===== src/rtl/serial_adder_if.sv =====
// rtl/serial_adder_if.sv - operand/result bundle between a requester and the bit-serial adder
interface serial_adder_if #(
    parameter int WIDTH = 8
);
    logic             start;
    logic [WIDTH-1:0] a;
    logic [WIDTH-1:0] b;
    logic             cin;
    logic             busy;
    logic             done;
    logic [WIDTH-1:0] s;
    logic             cout;

    modport master (
        output start, a, b, cin,
        input  busy, done, s, cout
    );

    modport slave (
        input  start, a, b, cin,
        output busy, done, s, cout
    );
endinterface


===== src/rtl/serial_adder.sv =====
// rtl/serial_adder.sv - one full-adder cell time-shared LSB-first across a WIDTH-bit word
module serial_adder #(
    parameter int WIDTH = 8
) (
    input  logic           clk,
    input  logic           rst,
    serial_adder_if.slave  bus
);
    localparam int CNT_W = (WIDTH > 1) ? $clog2(WIDTH) : 1;
    localparam logic [CNT_W-1:0] LAST = CNT_W'(WIDTH - 1);

    typedef enum logic [1:0] {
        IDLE = 2'd0,
        ADD  = 2'd1,
        DONE = 2'd2
    } state_t;

    state_t           state_q, state_d;
    logic [WIDTH-1:0] a_q, a_d;
    logic [WIDTH-1:0] b_q, b_d;
    logic [WIDTH-1:0] r_q, r_d;
    logic [WIDTH-1:0] s_q, s_d;
    logic [CNT_W-1:0] cnt_q, cnt_d;
    logic             c_q, c_d;
    logic             cout_q, cout_d;

    logic             sum_bit;
    logic             carry;
    logic [WIDTH-1:0] r_shift;
    logic             accept;

    assign sum_bit = a_q[0] ^ b_q[0] ^ c_q;
    assign carry   = (a_q[0] & b_q[0]) | (a_q[0] & c_q) | (b_q[0] & c_q);

    always_comb begin
        state_d = state_q;
        a_d     = a_q;
        b_d     = b_q;
        r_d     = r_q;
        s_d     = s_q;
        cnt_d   = cnt_q;
        c_d     = c_q;
        cout_d  = cout_q;
        accept  = 1'b0;

        // New sum bit enters at the MSB so the word is aligned after WIDTH shifts
        r_shift            = r_q >> 1;
        r_shift[WIDTH-1]   = sum_bit;

        case (state_q)
            IDLE: begin
                accept = bus.start;
            end
            ADD: begin
                a_d   = a_q >> 1;
                b_d   = b_q >> 1;
                c_d   = carry;
                r_d   = r_shift;
                cnt_d = cnt_q + 1'b1;
                if (cnt_q == LAST) begin
                    s_d     = r_shift;
                    cout_d  = carry;
                    state_d = DONE;
                end
            end
            DONE: begin
                accept = bus.start;
                if (!bus.start) begin
                    state_d = IDLE;
                end
            end
            default: begin
                state_d = IDLE;
            end
        endcase

        if (accept) begin
            a_d     = bus.a;
            b_d     = bus.b;
            c_d     = bus.cin;
            cnt_d   = '0;
            state_d = ADD;
        end
    end

    always_ff @(posedge clk) begin
        if (rst) begin
            state_q <= IDLE;
            a_q     <= '0;
            b_q     <= '0;
            r_q     <= '0;
            s_q     <= '0;
            cnt_q   <= '0;
            c_q     <= 1'b0;
            cout_q  <= 1'b0;
        end else begin
            state_q <= state_d;
            a_q     <= a_d;
            b_q     <= b_d;
            r_q     <= r_d;
            s_q     <= s_d;
            cnt_q   <= cnt_d;
            c_q     <= c_d;
            cout_q  <= cout_d;
        end
    end

    assign bus.busy = (state_q == ADD);
    assign bus.done = (state_q == DONE);
    assign bus.s    = s_q;
    assign bus.cout = cout_q;
endmodule


===== src/flat_wrapper.sv =====
// flat-port wrapper written by rule: the top's interface ports become plain ports
module serial_adder_flat 
#(
    parameter int WIDTH = 8
)
  (clk, rst, bus_start, bus_a, bus_b, bus_cin, bus_busy, bus_done, bus_s, bus_cout);
  serial_adder_if #(.WIDTH(WIDTH)) bus_i ();
  input  logic clk;
  input  logic rst;
  input wire logic [$bits(bus_i.start)-1:0] bus_start;
  input wire logic [$bits(bus_i.a)-1:0] bus_a;
  input wire logic [$bits(bus_i.b)-1:0] bus_b;
  input wire logic [$bits(bus_i.cin)-1:0] bus_cin;
  output wire logic [$bits(bus_i.busy)-1:0] bus_busy;
  output wire logic [$bits(bus_i.done)-1:0] bus_done;
  output wire logic [$bits(bus_i.s)-1:0] bus_s;
  output wire logic [$bits(bus_i.cout)-1:0] bus_cout;
  assign bus_i.start = bus_start;
  assign bus_i.a = bus_a;
  assign bus_i.b = bus_b;
  assign bus_i.cin = bus_cin;
  assign bus_busy = bus_i.busy;
  assign bus_done = bus_i.done;
  assign bus_s = bus_i.s;
  assign bus_cout = bus_i.cout;
  serial_adder #(.WIDTH(WIDTH)) u_core (.clk(clk), .rst(rst), .bus(bus_i));
endmodule

===== config.mk =====
export PLATFORM = sky130hd
export DESIGN_NAME = serial_adder_flat
export DESIGN_NICKNAME = d
export VERILOG_FILES = /design/src/rtl/serial_adder_if.sv /design/src/rtl/serial_adder.sv /design/src/flat_wrapper.sv
export SDC_FILE = /design/constraint.sdc
export NUM_CORES = 1
export LEC_CHECK = 0
export CORE_ASPECT_RATIO = 0.6
export CORE_MARGIN = 3
export CORE_UTILIZATION = 33
export DETAILED_ROUTE_END_ITERATION = 10
export GPL_TIMING_DRIVEN = 0
export HOLD_SLACK_MARGIN = 0.02
export PLACE_DENSITY = 0.63
export SLEW_MARGIN = 40
export SYNTH_ARGS = -nofsm -noshare
export SYNTH_HDL_FRONTEND = slang
export SYNTH_SLANG_ARGS = --single-unit

===== constraint.sdc =====
create_clock -name clk -period 2.3 [get_ports clk]
set_input_delay 0.345 -clock clk [delete_from_list [all_inputs] [get_ports clk]]
set_output_delay 0.345 -clock clk [all_outputs]
set_load 0.03 [all_outputs]

==> results of run 1 <==
==> metal layers <==
layer  track usage  up-vias
met5             0        -
met4        0.0494        0
met3        0.0600        5
met2         0.184       43
met1         0.235      626
li1              -      678
==> what timing repair did <==
action,CTS,global route
setup endpoints to repair,0,1
setup buffers,0,0
gates resized for setup,0,1
hold endpoints to repair,0,0
==> path summary, 6_finish.rpt <==
check / endpoint / slack (ps) / depth (start not counted)
max: bus_busy / 460 / 5
max reg2reg: u_core.bus.s[0] / 880 / 5
min reg2reg: u_core.bus.s[5] / 460 / 2
min: u_core.a_q[5] / 380 / 2
==> sequential cells by signal (all words and copies together), names as in the netlist <==
register	cells
u_core.bus.s	8
u_core.a_q	8
u_core.bus.cout	1
u_core.r_q	7
u_core.b_q	8
u_core.c_q	1
u_core.cnt_q	3
u_core.state_q	2
==> cells in the final DEF, fill, tap and decap left out, drive strengths merged <==
cell,Yosys,routed
nand3,15,15
o21a,1,1
mux2i,3,3
nand2b,2,2
a311oi,5,5
nand3b,1,1
clkdlybuf4s50,0,28
nand2,34,34
nor2,6,6
inv,1,1
xnor2,1,1
clkbuf,3,9
fa,1,1
buf,12,12
dlymetal6s2s,0,1
nor3,15,15
dfxtp,38,38
o22ai,5,5
a21oi,22,22
nor2b,2,2
ha,2,2
a22oi,5,5
==> stage by stage <==
stage               hold WS [ps]  utilization  setup slack (ps)
global placement             443        0.442               387
finish                       376        0.462               455
floorplan                    437            -              1100
global route                 378        0.462               357
detailed placement           450        0.442               391
CTS                          354        0.461              55.1
==> worst max-delay path: cells and delay by family, from the launching register on <==
kind / cells / cell delay [ps]
buffers and inverters: 4 / 710
flip-flops: 1 / 400
AND/OR/NAND/NOR: 1 / 90
==> logic make-up (layout without fill, tap and decap cells) <==
kind of cell	count (synthesis)	in the layout	synth area share
AND/OR/NAND/NOR	75	75	0.223
AO/OA/AOI/OAI	38	38	0.155
buffers and inverters	16	51	0.0688
multiplexers	3	3	0.0197
XOR/XNOR	1	1	0.00574
adder cells (fa/ha/maj)	3	3	0.0295
flip-flops	38	38	0.498
==> layout make-up <==
type                            count  area share
Buffer                             15      0.0487
Clock buffer                        6      0.0418
Inverter                            1     0.00443
Multi-Input combinational cell    120       0.334
Sequential cell                    38       0.385
Tap cell                           60      0.0380
Timing Repair Buffer               29       0.148
==> power breakdown <==
group	internal, mW	switching (mW)
logic	0.0861	0.0988
registers	0.689	0.0184
clock network	0.231	0.220
total	1.01	0.337
==> impl_metrics.env, run 1 <==
export IMPL_run_status="finished, final reports clean"
export IMPL_dr_wl_met3_um=296
export IMPL_hp_start="rst"
export IMPL_grt_use_total=0.151
export IMPL_post_route_period_util=0.802
export IMPL_rsz0062_at_grt="false"
export IMPL_ys_types=27
export IMPL_p_total_mw=1.34
export IMPL_rows=18
export IMPL_critical_path_cell_chain="nand2b_1 -> buf_6 -> inv_6 -> buf_4 -> dlymetal6s2s_1"
export IMPL_period_needed_ps=1840
export IMPL_dieWidth_um=93.8
export IMPL_start_kind="flip-flop"
export IMPL_numCtsBuffers=5
export IMPL_clk_pin_slew_ps=70
export IMPL_synth_cells=174
export IMPL_regArea_um2=761
export IMPL_wl_met1_um=2000
export IMPL_grt_pass1_wl_um=6250
export IMPL_antenna_left=0
export IMPL_drc=0
export IMPL_cts_buffer_depth=2
export IMPL_stdcell_count=269
export IMPL_highest_layer="met4"
export IMPL_wl_met2_um=1400
export IMPL_fin_area_um2=1980
export IMPL_place_inst=263
export IMPL_wirelength_um=3750
export IMPL_ys_seq_area_frac=0.498
export IMPL_slew_headroom=0.671
export IMPL_crit_path_start="u_core.state_q[0]"
export IMPL_tns_ps=0
export IMPL_layout_nets=233
export IMPL_io_pins=31
export IMPL_synth_ff_type="dfxtp_1"
export IMPL_p_per_area_nw_per_um2=679
export IMPL_hold_path_class="in2reg"
export IMPL_hold_violations=0
export IMPL_diodes=0
export IMPL_cp_slowest_stage_delay_ps=400
export IMPL_cts_tree="yes"
export IMPL_vdd_drop_max_uv=190
export IMPL_drive_above_1_share=0.100
export IMPL_core_um2=4280
export IMPL_syn_avg_cell_area_um2=8.77
export IMPL_multi_input_area_um2=661
export IMPL_antenna_found_initial=0
export IMPL_htree_num_levels=2
export IMPL_crit_arrival_ps=1500
export IMPL_grt_ovfl_total=0
export IMPL_wire_per_inst_um=13.9
export IMPL_cap_violations=0
export IMPL_fmax_mhz=542
export IMPL_rr_startpoint="u_core.cnt_q[0]"
export IMPL_slowest_stage="dfxtp_1"
export IMPL_required_ps=1960
export IMPL_worstMarginPinSlew_ps=494
export IMPL_ys_async_sr_fraction=0
export IMPL_grt_pass1_vias=1194
export IMPL_fin_worst_skew_ps=4.94
export IMPL_syn_area_um2=1530
export IMPL_clk_insertion_delay_late_ps=290
export IMPL_endpoint_kind="output port"
export IMPL_grt_max_degree=11
export IMPL_start_util=0.357
export IMPL_route_vias_total=1352
export IMPL_synth_edf_count=0
export IMPL_slew_violations=0
export IMPL_nFillCells=433
export IMPL_cts_root_buf="clkbuf_8"
export IMPL_yosys_register_bits=38
export IMPL_area_growth_pct=29.5
export IMPL_dp_hpwl_um=2680
export IMPL_cts_sinks=38
export IMPL_crit_fanout=10
export IMPL_ctsHoldBuffers=0
export IMPL_synthesis_nets=197
export IMPL_place_area_um2=1890
export IMPL_finalSetupViolCount=0
export IMPL_synth_top_area_cell="dfxtp_1"
export IMPL_drtIter0Drc=71
export IMPL_leakage_nw=0.712
export IMPL_die_height_um=58.7
export IMPL_yosysWarnings=0
export IMPL_yosys_top_cells_count="38 x dfxtp_1, 33 x nand2_1, 22 x a21oi_1"
export IMPL_synth_top_cell_area_share=0.498
export IMPL_io_buffers=29
export IMPL_yosys_top_cells_area="dfxtp_1 50%, nand2_1 8.1%, a21oi_1 7.2%"
export IMPL_crit_type="reg2out"
export IMPL_die_area_um2=5500
export IMPL_drt_pass1_iterations=4
export IMPL_vias_per_cell=5.03
export IMPL_place_gp_congestion=0.801
export IMPL_synth_most_common_cell="dfxtp_1"
(Power assumes the default switching activity.)
==> run 2: changes to the inputs <==
- clock period: 2.3 -> 1.84 ns (I/O delays scaled with it)
==> run 2 against run 1 <==
Compared with the run above:
- register-to-register slack got worse by 460 ps
- worst hold slack worse by 70 ps
- clock power rose by 25%
- critical path type unchanged
- largest power group unchanged
==> impl_metrics.env, run 2 (synthesis gave the netlist of run 1 again) <==
export IMPL_place_inst=263
export IMPL_cp_slowest_stage_delay_ps=320
export IMPL_htree_num_levels=2
export IMPL_area_growth_pct=29.4
export IMPL_grt_pass1_vias=1194
export IMPL_cts_setup_buffers=0
export IMPL_leakage_nw=0.699
export IMPL_drive_above_1_share=0.110
export IMPL_slew_violations=0
export IMPL_cts_tree="yes"
export IMPL_tns_ps=0
export IMPL_die_area_um2=5500
export IMPL_dp_slack_ps=-0.312
export IMPL_fmax_mhz=571
export IMPL_stdcell_count=269
export IMPL_p_per_area_nw_per_um2=850
export IMPL_grt_ovfl_total=0
export IMPL_fin_worst_skew_ps=4.92
export IMPL_diodes=0
export IMPL_place_gp_congestion=0.801
export IMPL_vdd_drop_max_uv=238
export IMPL_worstMarginPinSlew_ps=494
export IMPL_critical_path_cell_chain="nand2b_1 -> buf_6 -> inv_6 -> buf_4 -> clkdlybuf4s18_2"
export IMPL_cts_buffer_depth=2
export IMPL_core_um2=4280
export IMPL_io_buffers=29
export IMPL_clk_insertion_delay_late_ps=290
export IMPL_regArea_um2=762
export IMPL_drtIter0Drc=71
export IMPL_io_pins=31
export IMPL_start_kind="flip-flop"
export IMPL_period_needed_ps=1750
export IMPL_mostFrequentLayoutCells="37 x dfxtp_1, 33 x nand2_1, 28 x clkdlybuf4s50_1"
export IMPL_slowest_stage="dfxtp_1"
export IMPL_layout_setup_ws_ps=87.3
export IMPL_critPathTopFamily="buffers and inverters"
export IMPL_cap_violations=0
export IMPL_run_status="finished, final reports clean"
export IMPL_hold_violations=0
export IMPL_drc=0
export IMPL_fin_area_um2=1980
export IMPL_crit_fanout=10
export IMPL_grt_use_total=0.151
export IMPL_dp_hpwl_um=2680
export IMPL_crit_arrival_ps=1480
export IMPL_post_route_util=0.462
export IMPL_post_route_period_util=0.953
export IMPL_multi_input_area_um2=661
export IMPL_wire_per_inst_um=13.9
export IMPL_grt_max_degree=11
export IMPL_numCtsBuffers=5
export IMPL_final_common_cell="dfxtp_1"
export IMPL_wirelength_um=3750
export IMPL_timing_critical_path_buf_inv=4
export IMPL_endpoint_kind="output port"
export IMPL_dieWidth_um=93.8
export IMPL_rsz0062_at_grt="false"
export IMPL_cts_root_buf="clkbuf_8"
export IMPL_layout_nets=233
export IMPL_die_height_um=58.7
export IMPL_slew_headroom=0.671
export IMPL_antenna_found_initial=0
export IMPL_required_ps=1560
export IMPL_drt_pass1_iterations=4
export IMPL_hold_path_class="in2reg"
export IMPL_grt_pass1_wl_um=6250
export IMPL_place_area_um2=1890
export IMPL_crit_type="reg2out"
export IMPL_finalSetupViolCount=0
export IMPL_clk_pin_slew_ps=70
export IMPL_route_vias_total=1353
export IMPL_cts_sinks=38
export IMPL_vias_per_cell=5.03
export IMPL_nFillCells=431
export IMPL_antenna_left=0
export IMPL_start_util=0.357
export IMPL_rows=18
run 2: path summary, 6_finish.rpt:
| kind | end | start | cells after the start | slack, ps |
|---|---|---|---|---|
| worst min-delay path | u_core.a_q[5] | rst | 2 | 310 |
| worst min register to register | u_core.bus.s[5] | u_core.bus.s[5] | 2 | 460 |
| worst max-delay path | bus_busy | u_core.state_q[1] | 5 | 90 |
| worst max register to register | u_core.bus.s[0] | u_core.cnt_q[0] | 5 | 420 |
run 2: layout make-up:
cell class,count,share of cell area
flip-flops and latches,38,0.386
plain buffers,15,0.0488
repair buffers,29,0.147
well taps,60,0.0380
multi-input cells,120,0.334
clock buffers,6,0.0418
inverters,1,0.00443
run 2: stage by stage:
stage / hold slack (ps) / power, mW
global placement: 443 / 1.13
global route: 309 / 1.76
detailed placement: 450 / 1.13
floorplan: 412 / 1.05
CTS: 285 / 1.70
finish: 306 / 1.68
run 2: metal layers:
| metal | share of wire | wire (um) | GRT usage |
|---|---|---|---|
| met1 | 0.53 | 2000 | 0.235 |
| met2 | 0.37 | 1410 | 0.184 |
| met3 | 0.079 | 298 | 0.0600 |
| met4 | 0.013 | 48 | 0.0494 |
| met5 | 0 | 0 | 0 |
run 2: what timing repair did:
item	CTS	global route
setup endpoints to repair	1	1
resized for setup	3	2
hold buffers	0	0
run 2: where the power goes:
| part | leakage [nW] | internal [mW] | switching, mW |
|---|---|---|---|
| clock | 0.0431 | 0.289 | 0.275 |
| combinational | 0.346 | 0.107 | 0.124 |
| sequential | 0.310 | 0.861 | 0.0230 |
